--- src/rtl/vga_pkg.sv ---
// Shared VGA types and text-grid geometry for the menu draw chain.
package vga_pkg;

  localparam int CHAR_W    = 8;
  localparam int CHAR_H    = 16;
  localparam int TEXT_COLS = 16;
  localparam int TEXT_ROWS = 16;

  // Pixel extent of the full text box
  localparam int BOX_W = CHAR_W * TEXT_COLS;
  localparam int BOX_H = CHAR_H * TEXT_ROWS;

  typedef struct packed {
    logic [10:0] hcount;
    logic        hsync;
    logic        hblnk;
    logic [10:0] vcount;
    logic        vsync;
    logic        vblnk;
    logic [11:0] rgb;
  } vga_if_t;

  // Glyph rows are MSB-first, so pixel column 0 maps to bit 7
  function automatic logic [2:0] glyph_bit(input logic [2:0] col_px);
    return 3'd7 - col_px;
  endfunction

endpackage

--- src/rtl/vga_delay.sv ---
// Fixed-depth shift register for the VGA timing/colour bundle.
module vga_delay
  import vga_pkg::*;
#(
  parameter int DEPTH = 3
) (
  input  logic    clk,
  input  logic    rst_n,
  input  vga_if_t vga_in,
  output vga_if_t vga_out
);

  vga_if_t stage_q [DEPTH];

  // Shift the bundle one stage per clock; all stages clear on reset
  always_ff @(posedge clk or negedge rst_n) begin
    if (!rst_n) begin
      for (int i = 0; i < DEPTH; i++) stage_q[i] <= '0;
    end else begin
      stage_q[0] <= vga_in;
      for (int i = 1; i < DEPTH; i++) stage_q[i] <= stage_q[i-1];
    end
  end

  assign vga_out = stage_q[DEPTH-1];

endmodule

--- src/rtl/menu_text_draw.sv ---
// Draws a 16x16-character menu text box over the VGA stream with a
// blinking highlight on the selected row. Three-stage pixel pipeline.
module menu_text_draw
  import vga_pkg::*;
#(
  parameter logic [10:0] XPOS         = 11'd256,
  parameter logic [10:0] YPOS         = 11'd128,
  parameter logic [11:0] TEXT_COLOR   = 12'hFFF,
  parameter logic [11:0] HL_COLOR     = 12'hF80,
  parameter int          BLINK_FRAMES = 30
) (
  input  logic        clk,
  input  logic        rst_n,
  input  logic [10:0] hcount_in,
  input  logic        hsync_in,
  input  logic        hblnk_in,
  input  logic [10:0] vcount_in,
  input  logic        vsync_in,
  input  logic        vblnk_in,
  input  logic [11:0] rgb_in,
  input  logic [3:0]  sel_row,
  input  logic        sel_en,
  output logic [7:0]  char_xy,
  output logic [3:0]  char_line,
  input  logic [7:0]  char_pixels,
  output logic [10:0] hcount_out,
  output logic        hsync_out,
  output logic        hblnk_out,
  output logic [10:0] vcount_out,
  output logic        vsync_out,
  output logic        vblnk_out,
  output logic [11:0] rgb_out
);

  // Box-relative coordinates of the incoming pixel
  logic [10:0] dx, dy;
  logic        in_box;

  assign dx     = hcount_in - XPOS;
  assign dy     = vcount_in - YPOS;
  assign in_box = (hcount_in >= XPOS) && (dx < 11'(BOX_W)) &&
                  (vcount_in >= YPOS) && (dy < 11'(BOX_H));

  // Text ROM address goes out immediately so char_code lines up with char_line
  assign char_xy = in_box ? {dy[7:4], dx[6:3]} : 8'h00;

  // Stage 1: glyph line to the font ROM plus position bits for later stages
  logic [3:0] char_line_q;
  logic [2:0] dx_lo_q;
  logic       in_box1_q;
  logic [3:0] row1_q;

  // Register the addressing stage alongside the text ROM lookup
  always_ff @(posedge clk or negedge rst_n) begin
    if (!rst_n) begin
      char_line_q <= '0;
      dx_lo_q     <= '0;
      in_box1_q   <= 1'b0;
      row1_q      <= '0;
    end else begin
      char_line_q <= dy[3:0];
      dx_lo_q     <= dx[2:0];
      in_box1_q   <= in_box;
      row1_q      <= dy[7:4];
    end
  end

  assign char_line = char_line_q;

  // Stage 2: bit select held while the font ROM produces char_pixels
  logic [2:0] bit_q;
  logic       in_box2_q;
  logic [3:0] row2_q;

  // Carry position forward to meet the font ROM output
  always_ff @(posedge clk or negedge rst_n) begin
    if (!rst_n) begin
      bit_q     <= '0;
      in_box2_q <= 1'b0;
      row2_q    <= '0;
    end else begin
      bit_q     <= glyph_bit(dx_lo_q);
      in_box2_q <= in_box1_q;
      row2_q    <= row1_q;
    end
  end

  // Blink phase: frame counter advanced on each vsync rising edge
  logic        vsync_q;
  logic [15:0] blink_cnt_q, blink_cnt_d;
  logic        blink_phase_q, blink_phase_d;
  logic        vsync_rise;

  assign vsync_rise = vsync_in && !vsync_q;

  // Count frames and flip the phase each time BLINK_FRAMES have elapsed
  always_comb begin
    blink_cnt_d   = blink_cnt_q;
    blink_phase_d = blink_phase_q;
    if (vsync_rise) begin
      if (blink_cnt_q == 16'(BLINK_FRAMES - 1)) begin
        blink_cnt_d   = '0;
        blink_phase_d = !blink_phase_q;
      end else begin
        blink_cnt_d = blink_cnt_q + 16'd1;
      end
    end
  end

  // Hold the vsync edge detector and blink state
  always_ff @(posedge clk or negedge rst_n) begin
    if (!rst_n) begin
      vsync_q       <= 1'b0;
      blink_cnt_q   <= '0;
      blink_phase_q <= 1'b0;
    end else begin
      vsync_q       <= vsync_in;
      blink_cnt_q   <= blink_cnt_d;
      blink_phase_q <= blink_phase_d;
    end
  end

  // Stage 3: decide glyph hit and its colour from the font ROM data
  logic        pix_on_d;
  logic [11:0] glyph_color_d;
  logic        pix_on_q;
  logic [11:0] glyph_color_q;

  assign pix_on_d      = in_box2_q && char_pixels[bit_q];
  assign glyph_color_d = (sel_en && (row2_q == sel_row) && blink_phase_q) ?
                         HL_COLOR : TEXT_COLOR;

  // Register the overlay decision in step with the delayed timing
  always_ff @(posedge clk or negedge rst_n) begin
    if (!rst_n) begin
      pix_on_q      <= 1'b0;
      glyph_color_q <= '0;
    end else begin
      pix_on_q      <= pix_on_d;
      glyph_color_q <= glyph_color_d;
    end
  end

  // Timing and background colour ride a matching three-stage delay
  vga_if_t vga_in_s, vga_dly;

  assign vga_in_s = '{hcount: hcount_in, hsync: hsync_in, hblnk: hblnk_in,
                      vcount: vcount_in, vsync: vsync_in, vblnk: vblnk_in,
                      rgb: rgb_in};

  vga_delay #(.DEPTH(3)) u_delay (
    .clk     (clk),
    .rst_n   (rst_n),
    .vga_in  (vga_in_s),
    .vga_out (vga_dly)
  );

  assign hcount_out = vga_dly.hcount;
  assign hsync_out  = vga_dly.hsync;
  assign hblnk_out  = vga_dly.hblnk;
  assign vcount_out = vga_dly.vcount;
  assign vsync_out  = vga_dly.vsync;
  assign vblnk_out  = vga_dly.vblnk;

  // Blanking forces black; otherwise glyph pixels win over the background
  assign rgb_out = (vga_dly.hblnk || vga_dly.vblnk) ? 12'h000 :
                   pix_on_q ? glyph_color_q : vga_dly.rgb;

endmodule

--- config.mk ---
export PLATFORM = sky130hd
export DESIGN_NAME = menu_text_draw
export DESIGN_NICKNAME = d
export VERILOG_FILES = /design/src/rtl/vga_pkg.sv /design/src/rtl/vga_delay.sv /design/src/rtl/menu_text_draw.sv
export SDC_FILE = /design/constraint.sdc
export NUM_CORES = 1
export LEC_CHECK = 0
export ABC_AREA = 1
export BUFFER_PORTS_ARGS = -buffer_cell sky130_fd_sc_hd__buf_2
export CORE_UTILIZATION = 45
export CTS_BUF_LIST = sky130_fd_sc_hd__clkbuf_8
export DETAILED_ROUTE_END_ITERATION = 8
export PLACE_DENSITY = 0.65
export SLEW_MARGIN = 20
export SYNTH_ARGS = -nofsm -noshare
export SYNTH_HDL_FRONTEND = slang
export SYNTH_SLANG_ARGS = --single-unit
export TNS_END_PERCENT = 1
--- constraint.sdc ---
create_clock -name clk -period 3.25 [get_ports clk]
set_input_delay 0.65 -clock clk [delete_from_list [all_inputs] [get_ports clk]]
set_output_delay 0.65 -clock clk [all_outputs]
set_load 0.1 [all_outputs]
Yosys cells after proc, flatten, opt, wreduce, memory -nomap -nowiden
Index checks and enable logic that the tools add are counted.
{"block": "op_classes", "n_addsub": 4, "n_reduce_logical": 11, "n_eq_ne": 2, "n_mux": 7, "n_lt_le_gt_ge": 5}
{"operator": "$mux 12", "count": 2}
{"operator": "$add 16x1->16 const B", "count": 1}
{"operator": "$eq 16x5->1 const B", "count": 1}
{"operator": "$mux 16", "count": 1}
{"operator": "$ge 11x8->1 const B", "count": 1}
{"operator": "$ge 11x9->1 const B", "count": 1}
{"operator": "$lt 11x8->1 const B", "count": 1}
{"operator": "$lt 11x9->1 const B", "count": 1}
{"operator": "$sub 11x8->11 const B", "count": 1}
{"operator": "$sub 11x9->11 const B", "count": 1}
{"operator": "$mux 8", "count": 1}
{"operator": "$logic_and 1x1->1", "count": 7}
{"operator": "$mux 7", "count": 1}
{"operator": "$eq 4x4->1", "count": 1}
{"operator": "$lt 3x4->1 const B", "count": 1}
{"operator": "$bmux 1 s3", "count": 1}
{"operator": "$sub 3x3->3 const A", "count": 1}
{"operator": "$logic_not 1->1", "count": 2}
{"operator": "$reduce_and 2->1", "count": 1}
{"operator": "$logic_or 1x1->1", "count": 1}
{"operator": "$mux 1", "count": 1}
{"block": "totals", "inputBits": 53, "regBits": 160, "elab_cells": 61, "output_inout_bits": 50}

Longest topological paths before layout
{"block": "depth", "word_depth": 6, "depth_mapped": 9, "ltp_nobuf": 9}

Modules after synthesis
From an unflattened synthesis, not the netlist that was laid out.
{"block": "hier_totals", "hier_cells": 448, "area_unflattened_um2": 5290.1}
{"module": "vga_delay", "area_each_um2": 3138.0, "seq_area_each_um2": 2852.7, "instances": 1, "cells_per_inst": 152}
{"module": "menu_text_draw", "area_each_um2": 2152.1, "seq_area_each_um2": 1026.0, "instances": 1, "cells_per_inst": 296}

Least setup slack after synthesis
OpenSTA, ideal clock, no wires.
{"block": "synth_timing", "kind": "reg-to-output", "from": "reg u_delay.stage_q (netlist bit u_delay.vga_out[12])", "to": "out rgb_out[0]", "path_slack_ns": -0.255, "required_time_ns": 2.600, "path_stages_with_launch": 4, "arrival_ns": 2.855, "n_path_buf": 1, "path_cell_list": "dfrtp_1 or2_2 clkbuf_1 a21oi_1"}
{"block": "synth_via", "elab_chain_len": 2}
{"element": "start, declared", "line_no": "vga_delay.sv:13", "rtl": "vga_if_t stage_q [DEPTH];"}
{"element": "$logic_or 1x1->1", "line_no": "menu_text_draw.sv:166", "rtl": "assign rgb_out = (vga_dly.hblnk || vga_dly.vblnk) ? 12'h000 :"}
{"element": "$mux 12", "line_no": "menu_text_draw.sv:166"}
{"element": "end, declared", "line_no": "menu_text_draw.sv:32", "rtl": "output logic [11:0] rgb_out"}
Every way passes these cells.

Worst setup path in the final report
{"block": "layout_timing", "from": "in vcount_in[7]", "to": "out char_xy[3]"}
{"block": "layout_via", "elab_chain_len": 4, "elab_cells_between_ends": 6, "classes_between": "1 x add/sub; 2 x order compare; 1 x mux; 2 x reduce/logical"}
{"element": "start, declared", "line_no": "menu_text_draw.sv:17", "rtl": "input logic [10:0] vcount_in,"}
{"element": "$sub 11x8->11", "line_no": "menu_text_draw.sv:40", "rtl": "assign dy = vcount_in - YPOS;"}
{"element": "net dy[7]", "line_no": "menu_text_draw.sv:36", "rtl": "logic [10:0] dx, dy;"}
{"element": "$lt 11x9->1", "line_no": "menu_text_draw.sv:42", "rtl": "(vcount_in >= YPOS) && (dy < 11'(BOX_H));"}
{"element": "$logic_and 1x1->1", "line_no": "menu_text_draw.sv:42"}
{"element": "$mux 8", "line_no": "menu_text_draw.sv:45", "rtl": "assign char_xy = in_box ? {dy[7:4], dx[6:3]} : 8'h00;"}
{"element": "end, declared", "line_no": "menu_text_draw.sv:23", "rtl": "output logic [7:0] char_xy,"}
The timed path passes the listed nets, and every way through them passes these cells.

==> reports/results.txt <==
Buffers & Inverters on Critical Path -> 3
IO Count -> 103
Slowest cell on the critical path -> buf_2
Critical path, cell by cell -> buf_2, inv_1, ha_1, xnor2_1, nand2_1, nor2_1, nand2_1, nor2_1, buf_2
Final clock skew -> 0.0137 ns
Final WS setup -> 0.430 ns
Area post-placement -> 5390 um2
Initial Utilization -> 46.9%
HPWL after DPL -> 5.71 mm
Flop2flop setup slack -> 1.80 ns
Fill count -> 912
Seq/Total Area, Yosys -> 72.3%
Post-Syn Instances -> 428
Worst relative slew slack -> 52.6%
Worst hold slack -> 0.234 ns
Clk sinks -> 141
Yosys warning count -> 0
Post-CTS Resized -> 0
Critical path endpoint category -> output port
Crit Path Class -> in2out
Cts hold-fix bufs -> 0
Main combinational cell family by area after synthesis -> simple AND/OR/NAND/NOR gates
Outcome -> completed
Layout cells sized above 1 -> 26.6%
1st-pass router iterations -> 4
Clk root buf -> clkbuf_8
Synth Area in Adders -> 1.02%
Setup violators final -> 0
Peak supply drop -> 0.000344 V
Crit share post-route -> 86.8%
Syn_area_per_cell -> 11.4 um2
GPL Wtd Cong -> 0.830
Largest net degree at the start of global routing -> 81
DR iter-0 viols -> 155
H-tree depth -> 4
Final slew viol count -> 0
Worst-path clk slew -> 0.09 ns
Syn_nets -> 485
Post-Synthesis Cell Area -> 4880 um2
Leak -> 2.99 nW
Clock Latency Late Sink -> 0.43 ns
Fin nets -> 578
XOR/XNOR share of the synthesized area -> 1.08%
Required @ worst endpoint -> 2.60 ns
Die W -> 106 um
Synth Area in Compound Gates -> 2.87%
RSZ-0062 raised after global routing -> no
Wire per inst -> 12.0 um
Drt via density -> 4.43
GRT overflow -> 0
RR Endpoint -> blink_cnt_q[14]
Worst slew pin tran -> 0.711 ns
Total placed cells including tap cells -> 638
N_diodes -> 0
Reg2reg start -> blink_cnt_q[0]
FP Rows -> 37
P per Cell Area -> 646 nW/um2
Total power -> 3.73 mW
DRC Markers -> 0
Clock Tree Buf Depth -> 2
Crit path launch type -> input pin
Seq cells post-synth -> 141
Core area -> 10400 um2
I/O Buffers -> 102
Total CTS buffers -> 17
Crit Path Max Fanout -> 9
Worst EP arrival -> 2.17 ns
Core Util, Final -> 55.4%
Full die area -> 11300 um2
Area growth syn-to-layout -> 18.3%
Final Cell Area -> 5780 um2
Post-Layout Cell Count -> 670
Highest clock rate -> 0.355 GHz
Postcts setup bufs -> 0
Pre-CTS setup slack -> 0.373 ns
Final Hold Fails -> 0
GR Util All Layers -> 15.6%
Setup TNS Final -> 0 ns
Crit path largest cell delay -> 0.44 ns
Initial antenna violation count -> 0
Min Tclk post-route -> 2.82 ns
Antenna-violating nets left -> 0
DIE HEIGHT -> 106 um
R2R depth -> 8
DR vias -> 2965
Multiplexer area fraction after synthesis -> 0%
Worst Hold Class -> in2async
Vias in the first global route -> 2856
Post-Synth Simple-Gate Area -> 13.9%
CP delay by family, top -> buffers and inverters
Global-route wire length before repair -> 13.1 mm
Synth cell types -> 24
Final wirelength -> 8.06 mm
TritonCTS clock tree -> built
Max cap viols -> 0
## layout make-up
cell class | instances | area, um2 | area share [%]
sequential | 141 | 3530 | 61.1
multi-input combinational | 199 | 925 | 16.0
timing repair buffer | 104 | 544 | 9.42
clock buffer | 17 | 234 | 4.05
inverter | 58 | 218 | 3.77
tap | 136 | 170 | 2.95
clock inverter | 15 | 156 | 2.71
## layout by cell type, fill, tap and decap left out
| cell type | count |
|---|---|
| nor2_1 | 44 |
| xor2_1 | 4 |
| inv_8 | 2 |
| buf_6 | 1 |
| o21bai_1 | 1 |
| clkinv_4 | 1 |
| nand2_2 | 3 |
| o211ai_1 | 1 |
| a21oi_1 | 13 |
| nor3_1 | 2 |
| clkinv_8 | 1 |
| buf_2 | 101 |
| dfrtp_1 | 141 |
| xnor2_1 | 2 |
| inv_1 | 59 |
| buf_4 | 1 |
| inv_6 | 6 |
| o22ai_1 | 1 |
| nor2_2 | 1 |
| ha_1 | 4 |
| conb_1 | 1 |
| bufinv_16 | 1 |
| buf_12 | 1 |
| or2_2 | 1 |
| o21ai_0 | 9 |
| clkbuf_8 | 17 |
| nand2_1 | 81 |
| nand4_1 | 4 |
| a22o_1 | 1 |
| nand3_1 | 24 |
| clkinvlp_4 | 3 |
| nor2_4 | 2 |
## layer usage
| metal | GRT usage [%] | part of all wire [%] |
|---|---|---|
| met1 | 19.5 | 46 |
| met2 | 25.1 | 48 |
| met3 | 4.84 | 5.2 |
| met4 | 6.94 | 1.1 |
| met5 | 0 | 0 |
## logic make-up after synthesis
family	after synthesis
AND/OR/NAND/NOR	162
flip-flops	141
buffers and inverters	88
AO/OA/AOI/OAI	26
XOR/XNOR	6
adder cells (fa/ha/maj)	4
other	1
## where the power goes
| part | switching, mW | internal (mW) |
|---|---|---|
| clock network | 0.695 | 0.633 |
| logic | 0.365 | 0.109 |
| registers | 0.0686 | 1.86 |
## cells in the mapped netlist, drive strengths merged
cell    instances  area share, %
dfrtp         141             72
nand2          84            6.6
inv            58            4.5
nor2           47            4.0
buf            28            4.2
nand3          24            2.5
a21oi          13            1.3
o21ai           9           0.92
ha              4            1.0
nand4           4           0.51
xor2            4           0.72
clkbuf          2           0.15
nor3            2           0.20
xnor2           2           0.36
a22o            1           0.18
conb            1          0.077
o211ai          1           0.15
o21bai          1           0.15
o22ai           1           0.13
or2             1           0.13
## registers in the layout, summed over array words and instances, names as in the netlist
name / cells
u_delay.stage_q: 76
u_delay.vga_out: 38
blink_cnt_q: 16
bit_q: 3
glyph_color_q: 2
blink_phase_q: 1
in_box1_q: 1
in_box2_q: 1
pix_on_q: 1
row1_q: 1
row2_q: 1
## worst max path at each step
stage                                   start    endpoint  cells after the start  slack (ns)
after detailed placement         vcount_in[7]  char_xy[3]                      9        0.37
after floorplan           u_delay.vga_out[12]  rgb_out[0]                      3       -0.25
after global placement           vcount_in[7]  char_xy[0]                      9        0.47
final                            vcount_in[7]  char_xy[3]                      9        0.43
after CTS                        vcount_in[7]  char_xy[3]                      9        0.38
after global routing             vcount_in[7]  char_xy[2]                      9        0.24
No activity file was read; power rests on OpenSTA's default activity.
